$ cat config.mk
export PLATFORM = sky130hd
export DESIGN_NAME = pattern_generator
export DESIGN_NICKNAME = d
export VERILOG_FILES = /design/src/rtl/pattern_gen_pkg.sv /design/src/rtl/box_mover.sv /design/src/rtl/pattern_generator.sv
export SDC_FILE = /design/constraint.sdc
export NUM_CORES = 1
export LEC_CHECK = 0
export BUFFER_PORTS_ARGS = -buffer_cell sky130_fd_sc_hd__buf_2
export CAP_MARGIN = 20
export CELL_PAD_IN_SITES_DETAIL_PLACEMENT = 1
export CELL_PAD_IN_SITES_GLOBAL_PLACEMENT = 2
export CORE_MARGIN = 4
export CORE_UTILIZATION = 28
export CTS_CLUSTER_SIZE = 12
export DETAILED_ROUTE_END_ITERATION = 6
export HOLD_SLACK_MARGIN = 0.03
export PLACE_DENSITY = 0.88
export SYNTH_ARGS = -nofsm -noshare
export SYNTH_HDL_FRONTEND = slang
export SYNTH_HIERARCHICAL = 1
export SYNTH_SLANG_ARGS = --single-unit
$ cat constraint.sdc
create_clock -name i_clk -period 1.7 [get_ports i_clk]
set_input_delay 0.17 -clock i_clk [delete_from_list [all_inputs] [get_ports i_clk]]
set_output_delay 0.17 -clock i_clk [all_outputs]
set_load 0.02 [all_outputs]
$ cat src/rtl/pattern_gen_pkg.sv
// Shared mode encodings, box direction type and bar colour mapping for pattern_generator.
package pattern_gen_pkg;

  typedef enum logic [1:0] {
    MODE_BARS  = 2'd0,
    MODE_CHECK = 2'd1,
    MODE_GRAD  = 2'd2,
    MODE_BOX   = 2'd3
  } mode_e;

  typedef enum logic {
    DIR_INC = 1'b0,
    DIR_DEC = 1'b1
  } dir_e;

  // Bar 0 is white and bar 7 black; bit order of the result is {R,G,B}.
  function automatic logic [2:0] bar_color(input logic [2:0] idx);
    return ~idx;
  endfunction

endpackage

$ cat src/rtl/box_mover.sv
// One axis of the bouncing box: position ping-pongs between 0 and MAX in STEP
// increments, advancing once per frame tick.
module box_mover
  import pattern_gen_pkg::*;
#(
  parameter int W    = 11,
  parameter int MAX  = 608,
  parameter int STEP = 2
) (
  input  logic         i_clk,
  input  logic         i_rst_n,
  input  logic         i_tick,
  output logic [W-1:0] o_pos
);

  localparam logic [W:0] MAX_E  = (W+1)'(MAX);
  localparam logic [W:0] STEP_E = (W+1)'(STEP);

  logic [W-1:0] pos_q;
  dir_e         dir_q;
  logic [W:0]   pos_e;
  logic [W:0]   sum_s;

  // One spare bit so pos + STEP cannot wrap before the compare against MAX.
  assign pos_e = {1'b0, pos_q};
  assign sum_s = pos_e + STEP_E;

  // Direction FSM and position register, both advanced only on a frame tick.
  always_ff @(posedge i_clk or negedge i_rst_n) begin
    if (!i_rst_n) begin
      pos_q <= {W{1'b0}};
      dir_q <= DIR_INC;
    end else if (i_tick) begin
      case (dir_q)
        DIR_INC: begin
          if (sum_s >= MAX_E) begin
            pos_q <= MAX_E[W-1:0];
            dir_q <= DIR_DEC;
          end else begin
            pos_q <= sum_s[W-1:0];
          end
        end
        DIR_DEC: begin
          if (pos_e <= STEP_E) begin
            pos_q <= {W{1'b0}};
            dir_q <= DIR_INC;
          end else begin
            pos_q <= pos_q - STEP_E[W-1:0];
          end
        end
        default: begin
          pos_q <= {W{1'b0}};
          dir_q <= DIR_INC;
        end
      endcase
    end
  end

  assign o_pos = pos_q;

endmodule

$ cat src/rtl/pattern_generator.sv
// VGA test-pattern source: bars, checkerboard, gradient and box, registered RGB one
// cycle after the pixel coordinate. Define PATTERN_GEN_BOX_EN for the bouncing box.
module pattern_generator
  import pattern_gen_pkg::*;
#(
  parameter int H_ACTIVE   = 640,
  parameter int V_ACTIVE   = 480,
  parameter int X_W        = 11,
  parameter int Y_W        = 10,
  parameter int COLOR_W    = 4,
  parameter int CHECK_LOG2 = 5,
  parameter int BOX_SIZE   = 32,
  parameter int BOX_STEP   = 2
) (
  input  logic               i_clk,
  input  logic               i_rst_n,
  input  logic [X_W-1:0]     i_x,
  input  logic [Y_W-1:0]     i_y,
  input  logic [1:0]         i_mode,
  input  logic               i_frame_tick,
  output logic [COLOR_W-1:0] o_red,
  output logic [COLOR_W-1:0] o_green,
  output logic [COLOR_W-1:0] o_blue,
  output logic               o_active
);

  localparam logic [X_W-1:0] BAR_W    = X_W'(H_ACTIVE / 8);
  localparam logic [X_W-1:0] GRAD_DIV = X_W'(H_ACTIVE >> COLOR_W);
  localparam logic [X_W-1:0] GRAD_MAX = X_W'((1 << COLOR_W) - 1);
  localparam logic [X_W-1:0] BAR_LAST = X_W'(7);

  mode_e              mode_q;
  logic [COLOR_W-1:0] red_q, green_q, blue_q;
  logic               active_q;
  logic [COLOR_W-1:0] red_d, green_d, blue_d;
  logic               active_d;

  logic [X_W-1:0]     bar_idx_s;
  logic [2:0]         bar_sel_s;
  logic [2:0]         bar_c_s;
  logic [X_W-1:0]     grad_s;
  logic [COLOR_W-1:0] grad_val_s;
  logic               cell_s;

  assign active_d   = ({1'b0, i_x} < (X_W+1)'(H_ACTIVE)) && ({1'b0, i_y} < (Y_W+1)'(V_ACTIVE));
  assign bar_idx_s  = i_x / BAR_W;
  assign bar_sel_s  = (bar_idx_s > BAR_LAST) ? 3'd7 : bar_idx_s[2:0];
  assign bar_c_s    = bar_color(bar_sel_s);
  assign grad_s     = i_x / GRAD_DIV;
  assign grad_val_s = (grad_s > GRAD_MAX) ? GRAD_MAX[COLOR_W-1:0] : grad_s[COLOR_W-1:0];
  assign cell_s     = i_x[CHECK_LOG2] ^ i_y[CHECK_LOG2];

`ifdef PATTERN_GEN_BOX_EN
  logic [X_W-1:0] bx_s;
  logic [Y_W-1:0] by_s;
  logic [X_W:0]   x_e, bx_e;
  logic [Y_W:0]   y_e, by_e;
  logic           box_in_s;

  box_mover #(.W(X_W), .MAX(H_ACTIVE - BOX_SIZE), .STEP(BOX_STEP)) u_box_x (
    .i_clk   (i_clk),
    .i_rst_n (i_rst_n),
    .i_tick  (i_frame_tick),
    .o_pos   (bx_s)
  );

  box_mover #(.W(Y_W), .MAX(V_ACTIVE - BOX_SIZE), .STEP(BOX_STEP)) u_box_y (
    .i_clk   (i_clk),
    .i_rst_n (i_rst_n),
    .i_tick  (i_frame_tick),
    .o_pos   (by_s)
  );

  assign x_e      = {1'b0, i_x};
  assign y_e      = {1'b0, i_y};
  assign bx_e     = {1'b0, bx_s};
  assign by_e     = {1'b0, by_s};
  assign box_in_s = (x_e >= bx_e) && (x_e < bx_e + (X_W+1)'(BOX_SIZE)) &&
                    (y_e >= by_e) && (y_e < by_e + (Y_W+1)'(BOX_SIZE));
`endif

  // Colour selection for the current pixel; everything outside the active area is black.
  always_comb begin
    red_d   = {COLOR_W{1'b0}};
    green_d = {COLOR_W{1'b0}};
    blue_d  = {COLOR_W{1'b0}};
    if (active_d) begin
      case (mode_q)
        MODE_BARS: begin
          red_d   = {COLOR_W{bar_c_s[2]}};
          green_d = {COLOR_W{bar_c_s[1]}};
          blue_d  = {COLOR_W{bar_c_s[0]}};
        end
        MODE_CHECK: begin
          red_d   = {COLOR_W{cell_s}};
          green_d = {COLOR_W{cell_s}};
          blue_d  = {COLOR_W{cell_s}};
        end
        MODE_GRAD: begin
          green_d = grad_val_s;
        end
        MODE_BOX: begin
`ifdef PATTERN_GEN_BOX_EN
          red_d = {COLOR_W{box_in_s}};
`else
          blue_d = {COLOR_W{1'b1}};
`endif
        end
        default: begin
          red_d = {COLOR_W{1'b0}};
        end
      endcase
    end else begin
      red_d   = {COLOR_W{1'b0}};
      green_d = {COLOR_W{1'b0}};
      blue_d  = {COLOR_W{1'b0}};
    end
  end

  // Output pipeline stage plus the frame-synchronous mode latch.
  always_ff @(posedge i_clk or negedge i_rst_n) begin
    if (!i_rst_n) begin
      red_q    <= {COLOR_W{1'b0}};
      green_q  <= {COLOR_W{1'b0}};
      blue_q   <= {COLOR_W{1'b0}};
      active_q <= 1'b0;
      mode_q   <= MODE_BARS;
    end else begin
      red_q    <= red_d;
      green_q  <= green_d;
      blue_q   <= blue_d;
      active_q <= active_d;
      if (i_frame_tick) begin
        mode_q <= mode_e'(i_mode);
      end
    end
  end

  assign o_red    = red_q;
  assign o_green  = green_q;
  assign o_blue   = blue_q;
  assign o_active = active_q;

endmodule
After elaboration in Yosys (flattened, before gate mapping)

Cells that the tools add are included.

Latch bits: 0
Memories kept: 0
Word-level logic and storage cells: 26
Bits in registers: 15
Input port bits: 26
ROM bits: 0
Bits in writable memories: 0

Mux-type cells: 8
Shift operators: 0
Eq/ne operators: 3
Multipliers: 0
Add/sub/neg operators: 0
Order comparisons: 4
Reduce and logical (&&, ||, !) cells: 2
Bitwise logic cells: 2
Divide/modulo/power cells: 2

Operators by type and width:

| cell                                                                              | number |
|---|---|
| 4-bit case mux with 3 select lines                                                | 2 |
| 4-bit two-way mux                                                                 | 4 |
| 11-bit by 6-bit divider with 11-bit output (second input constant)                | 1 |
| 11-bit by 7-bit divider with 11-bit output (second input constant)                | 1 |
| 11-bit by 3-bit greater-than comparator with 1-bit output (second input constant) | 1 |
| 11-bit by 4-bit greater-than comparator with 1-bit output (second input constant) | 1 |
| 11-bit by 10-bit less-than comparator with 1-bit output (second input constant)   | 1 |
| 10-bit by 9-bit less-than comparator with 1-bit output (second input constant)    | 1 |
| 4-bit case mux with 2 select lines                                                | 1 |
| 2-bit equality test (second input constant)                                       | 2 |
| 3-bit two-way mux                                                                 | 1 |
| 3-bit inverter                                                                    | 1 |
| 2-bit by 1-bit equality test with 1-bit output (second input constant)            | 1 |
| 2-bit zero test                                                                   | 1 |
| 1-bit logical AND                                                                 | 1 |
| 1-bit bitwise XOR                                                                 | 1 |

Logic depth before layout (Yosys ltp)

Depth after elaboration: 6
Depth in mapped cells: 8
Gate-level depth less buffers: 6

Least setup slack after synthesis

No wires, ideal clock.

Path type: input -> register
Start point: input i_x[8]
End point: register green_q[0] (netlist: o_green[0])
Arrival time: 1.458 ns
Data required time: 1.577 ns
Setup slack: 0.119 ns
Cell stages on the path: 7
Buffers on the path: 1
Library setup time: 0.123 ns
Path through: buf_4 > nand3b_4 > a221oi_2 > a211oi_2 > maj3_2 > a211oi_2 > o31ai_2

Word-level cells in the longest chain between the ends: 6

RTL lines:

| item                                                      | RTL line                 | text |
|---|---|---|
| start: declaration                                        | pattern_generator.sv:17  | `input logic [X_W-1:0] i_x,` |
| 11-bit by 7-bit divider with 11-bit output                | pattern_generator.sv:46  | `assign bar_idx_s = i_x / BAR_W;` |
| 11-bit by 3-bit greater-than comparator with 1-bit output | pattern_generator.sv:47  | `assign bar_sel_s = (bar_idx_s > BAR_LAST) ? 3'd7 : bar_idx_s[2:0];` |
| 3-bit two-way mux                                         | pattern_generator.sv:47  |  |
| 3-bit inverter                                            | pattern_gen_pkg.sv:18    | `return ~idx;` |
| 4-bit case mux with 3 select lines                        | pattern_generator.sv:88  | `case (mode_q)` |
| 4-bit two-way mux (*)                                     | pattern_generator.sv:87  | `if (active_d) begin` |
| named net green_d[0]                                      | pattern_generator.sv:35  | `logic [COLOR_W-1:0] red_d, green_d, blue_d;` |
| end signal: assignment                                    | pattern_generator.sv:124 | `green_q <= {COLOR_W{1'b0}};` |
| end signal: assignment                                    | pattern_generator.sv:130 | `green_q <= green_d;` |
| end: declaration                                          | pattern_generator.sv:33  | `logic [COLOR_W-1:0] red_q, green_q, blue_q;` |

The timed path passes the listed nets; every way through them passes the cells marked *.
A chain may end at the register's enable or synchronous reset.

Final worst setup path

Start point: input i_x[6]
End point: register green_q[0] (netlist: o_green[0])

Same word-level chain as after synthesis.

==> results.py <==
metrics = {
    "timing": {
        "final_min_period_over_clock_period": 0.927,
        "worstMarginPinSlew_ps": 356,
        "finalClockSkew_ps": 2.56,
        "slew_viol_final": 0,
        "fmax_ghz": 0.635,
        "max-slew-margin-rel": 0.760,
        "grt_setup_unrepaired": "no",
        "final_hold_viol_count": 0,
        "period_minus_slack_ps": 1580,
        "finalSetupViolations": 0,
    },
    "floorplan": {
        "start_util": 0.292,
        "dieWidth_um": 72.5,
        "ios": 39,
        "design.die.area_um2": 5260,
        "coreArea_um2": 4000,
        "die_h_um": 72.5,
        "row_count": 23,
    },
    "routing": {
        "dr_total_vias": 1287,
        "drc": 0,
        "drt_wl_total_um": 3720,
        "postRouteAntennaNets": 0,
        "drtIter0Drc": 46,
        "avgRoutedWirePerCell_um": 15.5,
        "viasPerCell": 5.38,
        "dr.pass1.iters": 4,
    },
    "yosys": {
        "yosys.cell_types.count": 56,
        "yosys.area.top_type": "dfrtp_1",
        "yosys-top-cells-area": "dfrtp_1 19%, o21ai_0 6.0%, buf_4 5.8%",
        "synthesis.area_um2": 1170,
        "yosysSeqAreaShare": 0.193,
        "synth_ff_type": "dfrtp_1",
        "syn-instance-count": 147,
        "async_flop_share": 1.00,
        "ys_seq_elements": 9,
        "yosys.area.top_type_share": 0.193,
        "synth_nets": 173,
        "yosys_warnings": 6,
        "avgSynthCellArea_um2": 7.93,
        "synth_edf_count": 0,
    },
    "hold_path": {
        "min_path_type": "in -> reg",
        "holdPathStages": 2,
    },
    "clock_tree": {
        "clock-sinks": 9,
        "insertion_delay_ps": 230,
        "worst_setup_hold_path_clk_slew_ps": 40,
        "cts_resized": 0,
        "cts_tree": "yes",
        "cts_setup_buffers": 0,
        "htreeDepth": 1,
        "cts_buffers": 3,
        "cts_root_buffer": "clkbuf_8",
        "cts_max_path_buffers": 2,
    },
    "worst_setup_path": {
        "cpLargestDelayFamily": "simple AND/OR/NAND/NOR gates",
        "worstPathCellList": "buf_2, nand2b_1, nor3_1, a211oi_2, maj3_2, a211oi_2, o31ai_2",
        "worstPathArrival_ps": 1690,
        "r2r.worst_path.cells": 6,
        "path_common_cell": "a211oi_2",
        "path_depth": 7,
        "cpPeakStageDelay_ps": 330,
        "setup.worst_path.end_class": "register",
        "cp-start-kind": "input pin",
        "required_ps": 1810,
        "cp_max_fo": 10,
        "slowest_stage": "nor3_1",
        "crit_type": "in -> reg",
        "crit_buf_inv": 1,
    },
    "global_routing": {
        "grt.total_usage": 0.154,
        "grt_pass1_wl_um": 6490,
        "grt_pass1_vias": 1447,
        "overflow": 0,
        "antenna_found_initial": 0,
        "grt_max_degree": 15,
    },
    "flow_run": {
        "cap_viol_max_count": 0,
    },
    "cells_and_area": {
        "area_delta_synth_final_pct": 28.8,
        "fin_nets": 216,
        "final.fill_count": 514,
        "antennaDiodeCount": 0,
        "drive_above_1_share": 0.413,
        "postLayoutCellArea_um2": 1500,
    },
    "placed_design": {
        "dp_hpwl_um": 3050,
        "portBuffers": 30,
        "placed_cell_area_um2": 1450,
        "routabilityCongestion": 0.844,
    },
    "power": {
        "vdd_drop_max_mv": 0.129,
        "power.density_nw_per_um2": 558,
        "p_leak_nw": 0.682,
        "power_uw": 838,
    },
    "outcome": {
        "status": "finished clean",
    },
}
-- repair_timing --
item                                   4_1_cts  5_1_grt
setup endpoints to repair                    0        1
endpoints found under the hold margin        9        0
hold buffers                                 1        0
-- per-layer routing --
layer  part of all wire  global-route usage
met5                  0                   0
met4              0.015              0.0594
met3              0.065              0.0235
met2               0.49               0.272
met1               0.43               0.185
-- worst paths after layout --
check                              from          to  slack (ps)
setup / recovery                 i_x[6]  o_green[0]         120
hold / removal             i_frame_tick   mode_q[1]         160
setup reg to reg              mode_q[0]  o_green[0]         220
hold reg to reg               mode_q[1]   mode_q[1]         610
max in group asynchronous       i_rst_n  o_green[0]        1220
min in group asynchronous       i_rst_n   mode_q[1]         310
-- Yosys cell counts, types with 2 or more instances --
cell type and n:
a211oi_1 2, a211oi_2 2, a21oi_1 10, buf_2 6
buf_4 9, buf_6 2, clkbuf_1 2, dfrtp_1 9
inv_1 3, maj3_2 2, mux2i_1 2, nand2_1 10
nand2b_1 6, nand3_1 5, nand4b_1 2, nor2_1 9
nor2b_1 2, nor3_1 4, nor3b_1 2, o2111ai_1 2
o211ai_1 2, o21ai_0 14, o221a_2 2, o22ai_1 2
o31ai_1 3, o31ai_2 2, xor2_1 2
-- sequential cells by signal, summed over array words and instances, names as in the netlist --
signal    cells
o_red         1
o_active      1
o_green       4
mode_q        2
o_blue        1
-- power breakdown --
part           internal, mW  switching [mW]
Clock                 0.163          0.0797
Sequential            0.227         0.00840
Combinational         0.161           0.199
Total                 0.551           0.287
-- stage by stage --
stage / setup WS [ps] / setup TNS, ps / hold slack, ps / cells / utilization
after floorplan: 119 / 0 / -126 / 147 / -
after global placement: -86.7 / -140 / 20.4 / 234 / 0.362
after detailed placement: -119 / -260 / 28.6 / 234 / 0.362
after CTS: 127 / 0 / 159 / 239 / 0.375
after global routing: 1.18 / 0 / 176 / 239 / 0.375
final: 124 / 0 / 159 / 239 / 0.375
-- layout make-up --
| cell class | count | area [um2] | area share |
|---|---|---|---|
| Timing Repair Buffer | 57 | 355 | 0.237 |
| Inverter | 4 | 15.0 | 0.0100 |
| Clock buffer | 4 | 45.0 | 0.0300 |
| Tap cell | 50 | 62.6 | 0.0417 |
| Sequential cell | 9 | 225 | 0.150 |
| Multi-Input combinational cell | 115 | 798 | 0.532 |
-- cell usage in the layout (no fill, tap or decap), types with 4 or more instances in the layout --
cell,count
buf_2,30
nand2b_1,6
nor2_1,9
dfrtp_1,9
nor3_1,4
nand2_1,10
o21ai_0,14
a21oi_1,10
nand3_1,5
buf_4,26
-- cells by family after synthesis --
kind of cell	synth area share
compound gates	0.351
xor+xnor	0.0225
mux	0.0268
flops	0.193
fa+ha+maj	0.0193
simple gates	0.265
buf+inv	0.122
Note: power is estimated with default switching activity, not from simulation.
